## src/rtl/sensor_capture_buf_if.sv

```systemverilog
// Handshake and status bundle shared by the SCtrl wrapper, the sensor and the capture buffer.
// The buffer sits on the slave modport; the wrapper/sensor side uses master.
interface sensor_capture_buf_if #(
  parameter int AW = 6,
  parameter int DW = 32
);
  logic          sctrl_en;
  logic          sctrl_clear;
  logic [AW-1:0] sctrl_addr;
  logic [DW-1:0] sctrl_out;
  logic          sctrl_interrupt;
  logic [AW:0]   sctrl_count;
  logic          sctrl_ovf;
  logic          sensor_en;
  logic          sensor_ready;
  logic [DW-1:0] sensor_out;

  modport master (
    output sctrl_en, sctrl_clear, sctrl_addr, sensor_ready, sensor_out,
    input  sctrl_out, sctrl_interrupt, sctrl_count, sctrl_ovf, sensor_en
  );

  modport slave (
    input  sctrl_en, sctrl_clear, sctrl_addr, sensor_ready, sensor_out,
    output sctrl_out, sctrl_interrupt, sctrl_count, sctrl_ovf, sensor_en
  );
endinterface

```

## src/rtl/sensor_capture_buf.sv

```systemverilog
// Sensor capture buffer: collects DEPTH samples from the sensor while enabled,
// raises an interrupt when full and serves combinational word reads to the wrapper.
module sensor_capture_buf #(
  parameter int DEPTH = 64,
  parameter int AW    = 6,
  parameter int DW    = 32
) (
  input logic                  clk,
  input logic                  resetn,
  sensor_capture_buf_if.slave  bus
);

  typedef enum logic [1:0] {
    IDLE    = 2'd0,
    CAPTURE = 2'd1,
    FULL    = 2'd2
  } state_t;

  localparam logic [AW:0] CNT_MAX  = (AW+1)'(DEPTH);
  localparam logic [AW:0] CNT_LAST = (AW+1)'(DEPTH - 1);

  state_t        state;
  logic [AW-1:0] wptr;
  logic [AW:0]   count;
  logic          sensor_en_q;
  logic          irq_q;
  logic          ovf_q;
  logic          wr_en;
  logic [DW-1:0] mem [DEPTH];

  // Clear (and reset) drop a sample arriving in the same cycle.
  assign wr_en = resetn && !bus.sctrl_clear && (state == CAPTURE) && bus.sensor_ready;

  // Sample storage; intentionally not reset.
  always_ff @(posedge clk) begin
    if (wr_en) mem[wptr] <= bus.sensor_out;
  end

  // Read port: zero latency, a same-cycle write is not yet visible.
  assign bus.sctrl_out       = mem[bus.sctrl_addr];
  assign bus.sctrl_count     = count;
  assign bus.sctrl_interrupt = irq_q;
  assign bus.sctrl_ovf       = ovf_q;
  assign bus.sensor_en       = sensor_en_q;

  // Control FSM with registered status outputs; reset > clear > transitions.
  always_ff @(posedge clk) begin
    if (!resetn) begin
      state       <= IDLE;
      wptr        <= '0;
      count       <= '0;
      sensor_en_q <= 1'b0;
      irq_q       <= 1'b0;
      ovf_q       <= 1'b0;
    end else if (bus.sctrl_clear) begin
      state       <= IDLE;
      wptr        <= '0;
      count       <= '0;
      sensor_en_q <= 1'b0;
      irq_q       <= 1'b0;
      ovf_q       <= 1'b0;
    end else begin
      case (state)
        IDLE: begin
          if (bus.sctrl_en && (count < CNT_MAX)) begin
            state       <= CAPTURE;
            sensor_en_q <= 1'b1;
          end
        end
        CAPTURE: begin
          if (bus.sensor_ready) begin
            wptr  <= wptr + 1'b1;
            count <= count + 1'b1;
            if (count == CNT_LAST) begin
              state       <= FULL;
              sensor_en_q <= 1'b0;
              irq_q       <= 1'b1;
            end else if (!bus.sctrl_en) begin
              state       <= IDLE;
              sensor_en_q <= 1'b0;
            end
          end else if (!bus.sctrl_en) begin
            state       <= IDLE;
            sensor_en_q <= 1'b0;
          end
        end
        FULL: begin
          if (bus.sensor_ready) ovf_q <= 1'b1;
        end
        default: begin
          state       <= IDLE;
          sensor_en_q <= 1'b0;
        end
      endcase
    end
  end

endmodule
```

## src/flat_wrapper.sv

```systemverilog
// flat-port wrapper written by rule: the top's interface ports become plain ports
module sensor_capture_buf_flat 
#(
  parameter int DEPTH = 64,
  parameter int AW    = 6,
  parameter int DW    = 32
)
  (clk, resetn, bus_sctrl_en, bus_sctrl_clear, bus_sctrl_addr, bus_sensor_ready, bus_sensor_out, bus_sctrl_out, bus_sctrl_interrupt, bus_sctrl_count, bus_sctrl_ovf, bus_sensor_en);
  sensor_capture_buf_if #(.AW(AW), .DW(DW)) bus_i ();
  input logic clk;
  input logic resetn;
  input wire logic [$bits(bus_i.sctrl_en)-1:0] bus_sctrl_en;
  input wire logic [$bits(bus_i.sctrl_clear)-1:0] bus_sctrl_clear;
  input wire logic [$bits(bus_i.sctrl_addr)-1:0] bus_sctrl_addr;
  input wire logic [$bits(bus_i.sensor_ready)-1:0] bus_sensor_ready;
  input wire logic [$bits(bus_i.sensor_out)-1:0] bus_sensor_out;
  output wire logic [$bits(bus_i.sctrl_out)-1:0] bus_sctrl_out;
  output wire logic [$bits(bus_i.sctrl_interrupt)-1:0] bus_sctrl_interrupt;
  output wire logic [$bits(bus_i.sctrl_count)-1:0] bus_sctrl_count;
  output wire logic [$bits(bus_i.sctrl_ovf)-1:0] bus_sctrl_ovf;
  output wire logic [$bits(bus_i.sensor_en)-1:0] bus_sensor_en;
  assign bus_i.sctrl_en = bus_sctrl_en;
  assign bus_i.sctrl_clear = bus_sctrl_clear;
  assign bus_i.sctrl_addr = bus_sctrl_addr;
  assign bus_i.sensor_ready = bus_sensor_ready;
  assign bus_i.sensor_out = bus_sensor_out;
  assign bus_sctrl_out = bus_i.sctrl_out;
  assign bus_sctrl_interrupt = bus_i.sctrl_interrupt;
  assign bus_sctrl_count = bus_i.sctrl_count;
  assign bus_sctrl_ovf = bus_i.sctrl_ovf;
  assign bus_sensor_en = bus_i.sensor_en;
  sensor_capture_buf #(.DEPTH(DEPTH), .AW(AW), .DW(DW)) u_core (.clk(clk), .resetn(resetn), .bus(bus_i));
endmodule
```

## config.mk

```make
export PLATFORM = sky130hd
export DESIGN_NAME = sensor_capture_buf_flat
export DESIGN_NICKNAME = d
export VERILOG_FILES = /design/src/rtl/sensor_capture_buf_if.sv /design/src/rtl/sensor_capture_buf.sv /design/src/flat_wrapper.sv
export SDC_FILE = /design/constraint.sdc
export NUM_CORES = 2
export LEC_CHECK = 0
export ABC_AREA = 1
export CAP_MARGIN = 25
export CORE_MARGIN = 2
export CORE_UTILIZATION = 40
export CTS_CLUSTER_SIZE = 40
export DETAILED_ROUTE_END_ITERATION = 12
export PLACE_DENSITY = 0.54
export SYNTH_ARGS = -nofsm -noshare
export SYNTH_HDL_FRONTEND = slang
export SYNTH_SLANG_ARGS = --single-unit
```

## constraint.sdc

```tcl
create_clock -name clk -period 3.6 [get_ports clk]
set_input_delay 0.9 -clock clk [delete_from_list [all_inputs] [get_ports clk]]
set_output_delay 0.9 -clock clk [all_outputs]
set_load 0.01 [all_outputs]
```

# ---- Word level (Yosys, flattened, before mapping)
# Memories as Yosys holds them, arrays and structs flattened.
# Index checks and enable logic that the tools add are counted.
dict set report classes {
  addsub 2
  n_shift 0
  bitwise_logic 2
  mux 12
  mul 0
  n_lt_le_gt_ge 1
  reduce_logical 11
  n_eq_ne 4
  div_mod_pow 0
}
# op count
set ops {}
lappend ops {{$mux 2} 4}
lappend ops {{$add 7x1->7 const B} 1}
lappend ops {{$eq 7x6->1 const B} 1}
lappend ops {{$lt 7x7->1 const B} 1}
lappend ops {{$add 6x1->6 const B} 1}
lappend ops {{$mux 1} 6}
lappend ops {{$pmux 2 s3} 1}
lappend ops {{$reduce_and 2->1} 3}
lappend ops {{$logic_and 1x1->1} 4}
lappend ops {{$pmux 1 s3} 1}
lappend ops {{$reduce_and 3->1} 1}
lappend ops {{$eq 2x1->1 const B} 1}
lappend ops {{$eq 2x2->1 const B} 1}
lappend ops {{$logic_not 2->1} 1}
lappend ops {{$ne 2x1->1 const B} 1}
lappend ops {{$not 1->1} 2}
lappend ops {{$reduce_or 2->1} 1}
lappend ops {{$logic_not 1->1} 1}
dict set report totals {
  elab_cells 39
  in_bits 43
  output_inout_bits 42
  mem_count 1
  latch_bits 0
  rom_bits 0
  ff_bits 18
  ram_bits 2048
}
# memory words width read_ports rd_clocked_by_memory_dff write_ports line
set mem_list {}
lappend mem_list {u_core.mem 64 32 1 0 1 sensor_capture_buf.sv:29} ;# logic [DW-1:0] mem [DEPTH];

# ---- Longest topological paths before layout
dict set report depth {
  ltp_word 6
  ltp_mapped 13
  depth_no_buf 9
}

# ---- Least setup slack after synthesis
# Ideal clock, no wire load.
dict set report synth_path {
  path_type {input port to flip-flop}
  from {in resetn}
  to {mem u_core.mem[11][0] (enable)}
  setup_slack_ns 0.133
  n_path_buf 1
  required_ns 3.179
  arrival_ns 3.046
  cell_stages 5
  setup_time_ns 0.421
  path_cell_list {inv_1 > nor2_1 > clkbuf_1 > nand4_1 > nor2_1}
}
dict set report synth_via {
  elab_chain_cells 5
}
# element line
set synth_rtl {}
lappend synth_rtl {{start, declared} flat_wrapper.sv:11} ;# input logic resetn;
lappend synth_rtl {{$logic_and 1x1->1 (3 in series)} sensor_capture_buf.sv:32} ;# assign wr_en = resetn && !bus.sctrl_clear && (state == CAPTURE) && bus.sensor_ready;
lappend synth_rtl {{$mux 1} sensor_capture_buf.sv:36} ;# if (wr_en) mem[wptr] <= bus.sensor_out;
lappend synth_rtl {{$mux 1 (not written as such)} sensor_capture_buf.sv:36}
lappend synth_rtl {{end, declared} sensor_capture_buf.sv:29}
# Every way passes these cells.

# ---- Worst setup path after layout
dict set report layout_path {
  from {in bus_sctrl_addr[0]}
  to {out bus_sctrl_out[19]}
}
dict set report layout_via {
  elab_chain_cells 1
}
# element line
set layout_rtl {}
lappend layout_rtl {{start, declared} flat_wrapper.sv:14} ;# input wire logic [$bits(bus_i.sctrl_addr)-1:0] bus_sctrl_addr;
lappend layout_rtl {{$mem_v2 64x32} n/a}
lappend layout_rtl {{end, declared} flat_wrapper.sv:17} ;# output wire logic [$bits(bus_i.sctrl_out)-1:0] bus_sctrl_out;
# Every way passes these cells.

==> qor.yml <==
async_flop_share: 0
violations: "setup timing"
layout-drive-gt1-share: 0.1926
syn_inst: 6857
synth_top_family_by_area: "simple AND/OR/NAND/NOR gates"
dp_slack_ns: -0.9344
ys_ff_latch: 2066
cp.required_ns: 2.70
synth-main-ff-cell: "edfxtp_1"
slowest_delay_ns: 0.28
maxCapViolations: 0
netlist-cell-type-count: 24
crit_path_frequent_cell: "nand2_2"
fin_ws_ns: -0.03949
vias: 57290
clk_latency_ns: 0.86
p_clk_frac: 0.404
hold_depth: 1
die_w_um: 459.0
p_seq_frac: 0.511
drv_slew: 0
cts_buffers: 212
period_share: 1.011
overflow: 0
drt_iter0_markers: 7252
syn_to_final_growth_pct: 24.23
whs_ns: 0.4491
cp.arrival_ns: 2.74
timing.rr.start: "u_core.state[1]"
postRouteAntennaNets: 0
clockBufferDepth: 3
avgRoutedWirePerCell_um: 26.84
final_area_sq_um: 102900
path_cells: "buf_16 > clkinv_16 > buf_12 > buf_16 > bufbuf_16 > buf_4 > nand2_1 > nand3_1 > nand3_1 > nand2_2 > nand2_2 > nand3_2 > nand3_2 > nand2_2 > buf_6"
status: "finished with violations"
finClkSkew_ns: 0.02894
rows: 167
cts_tree: "yes"
critPathMaxFanout: 8
yosys.area.top_type: "edfxtp_1"
drt_wl_total_um: 274500
viasPerCell: 5.604
synth_mux_area_frac: 0
fp.dieH_um: 459.0
antenna_found_initial: 17
slew_headroom: 0.3011
setup.worst_path.start: "bus_sctrl_addr[0]"
internal_power_mw: 39.63
clkTransAtPathRegs_ns: 0.06
synth-simple-area-share: 0.2230
reg2reg_slack_ns: 1.33
grt_pass1_vias: 54350
swShare: 0.2335
placed_cell_area_sq_um: 91200
combPwrFrac: 0.085
power.leakage_nw: 36.82
cp_slowest_cell: "bufbuf_16"
synth_compound_area_frac: 0.001601
holdCritStartpoint: "bus_sensor_out[24]"
syn_nets: 6902
synthTopCellsByCount: "nand2_1, edfxtp_1, nand3_1"
synth_top_area_frac: 0.7426
grt_first_pass_wirelength_um: 391100
min_to: "u_core.mem[47][24]"
finalCriticalPeriod_ns: 3.639
rsz0062_at_grt: "true"
cts.sinks: 2066
fin_nets: 7381
switchingPower_mw: 12.08
p_per_area_nw_per_um2: 502.6
r2r_cells: 8
finalHoldViolations: 0
finalSetupViolCount: 10
postSynthAreaPerCell_sq_um: 12.08
hold_path_class: "input port to flip-flop"
cts_hold_buf: 0
ys_seq_area_frac: 0.7469
synth_warnings: 0
finalPower_mw: 51.71
irDropWorstVdd_v: 0.0003972
port_buffers: 84
start_util: 0.4012
ios: 85
dp_hpwl_um: 150500
drc: 0
core-area_sq_um: 206400
critPathKind: "input port to output port"
dr.pass1.iters: 6
cts_max_level: 4
synthAdderAreaFrac: 0.0003022
startpoint_type: "input port"
dieArea_sq_um: 210700
grt.total_usage: 0.2569
grt_max_degree: 65
synth_edf_count: 2048
synth_xor_area_frac: 0
clockRootBuffer: "clkbuf_16"
globalplace.congestion: 0.8845
worst_slew_pin_slew_ns: 1.048
synth_most_common_cell: "nand2_1"
regToRegEndpoint: "u_core.mem[27][0]"
synth_area_sq_um: 82820
synth_area_leaders: "edfxtp_1, nand3_1, nand2_1, buf_2, dfxtp_1"
endpoint_kind: "output port"
timing.fmax_ghz: 0.2748
-- kinds of logic after synthesis --
group / count (synthesis)
buf+inv: 483
simple gates: 4281
fa+ha+maj: 2
flops: 2066
compound gates: 25
-- worst max-delay path: cells and delay by family --
family,cells,cell delay (ns)
and+or+nand+nor,8,0.64
buffers and inverters,7,1.15
-- power groups by stage --
stage | combinational (mW) | sequential [mW] | clock, mW
floorplan | 1.58 | 26.9 | 0
finish | 4.40 | 26.4 | 20.9
global route | 4.65 | 26.4 | 22.0
CTS | 4.19 | 26.4 | 21.1
detailed placement | 3.59 | 26.9 | 0
global placement | 3.56 | 26.9 | 0
-- sequential cells by signal, indices dropped and copies added (netlist names) --
| signal | count |
|---|---|
| u_core.bus.sctrl_interrupt | 1 |
| u_core.wptr | 6 |
| u_core.state | 2 |
| u_core.bus.sctrl_count | 7 |
| u_core.mem | 2048 |
| u_core.bus.sensor_en | 1 |
| u_core.bus.sctrl_ovf | 1 |
-- layout by cell type (no fill, tap or decap), types with 28 or more instances in the layout --
cell	n
nand3_4	44
buf_2	45
inv_1	28
nand3_2	234
clkbuf_1	48
clkinv_2	36
buf_12	176
nor2_4	64
edfxtp_1	2048
nand2_2	77
nand3_1	1620
buf_16	53
buf_6	78
nand2_1	2168
buf_4	304
clkbuf_16	222
clkinv_1	66
nand2_4	43
-- routing by layer --
layer | track usage | routed length [um] | vias to the layer above
met3 | 0.03745 | 22120 | 416
met5 | 0 | 0 | -
li1 | - | - | 25440
met1 | 0.3592 | 114200 | 28890
met4 | 0.08558 | 8926 | 0
met2 | 0.4124 | 129200 | 2539
-- how the worst max path moves through the flow --
stage | to | slack [ns] | cells past startpoint
after CTS | bus_sctrl_out[24] | -0.08 | 15
final | bus_sctrl_out[19] | -0.04 | 15
after global routing | bus_sctrl_out[8] | -0.08 | 16
after detailed placement | bus_sctrl_out[3] | -0.93 | 14
after global placement | bus_sctrl_out[1] | -0.93 | 12
after floorplan | u_core.mem[11][0] | 0.13 | 5
-- timing repair --
item,CTS,global route
buffers inserted,60,18
gates resized for setup,533,288
cloned,48,6
pin swaps,60,132
setup endpoints to repair,32,32
-- area by class of cell --
type / instances / area (sq um)
Antenna cell: 6 / 15.01
Sequential cell: 2066 / 61860
Clock buffer: 270 / 5679
Multi-Input combinational cell: 4308 / 21370
Inverter: 34 / 183.9
Timing Repair Buffer: 711 / 9537
Fill cell: 17820 / 103600
Timing Repair inverter: 3 / 45.04
Clock inverter: 122 / 817.0
Tap cell: 2704 / 3383
-- stage by stage --
step / TNS [ns] / utilization / std cells
3_3_place_gp: -23.62 / 0.4417 / 9702
5_1_grt: -0.8849 / 0.4983 / 10220
6_report: -0.1472 / 0.4984 / 10220
4_1_cts: -0.4468 / 0.4916 / 10200
2_1_floorplan: 0 / - / 6857
3_5_place_dp: -23.86 / 0.4418 / 9703
Note: power is estimated with default switching activity, not from simulation.
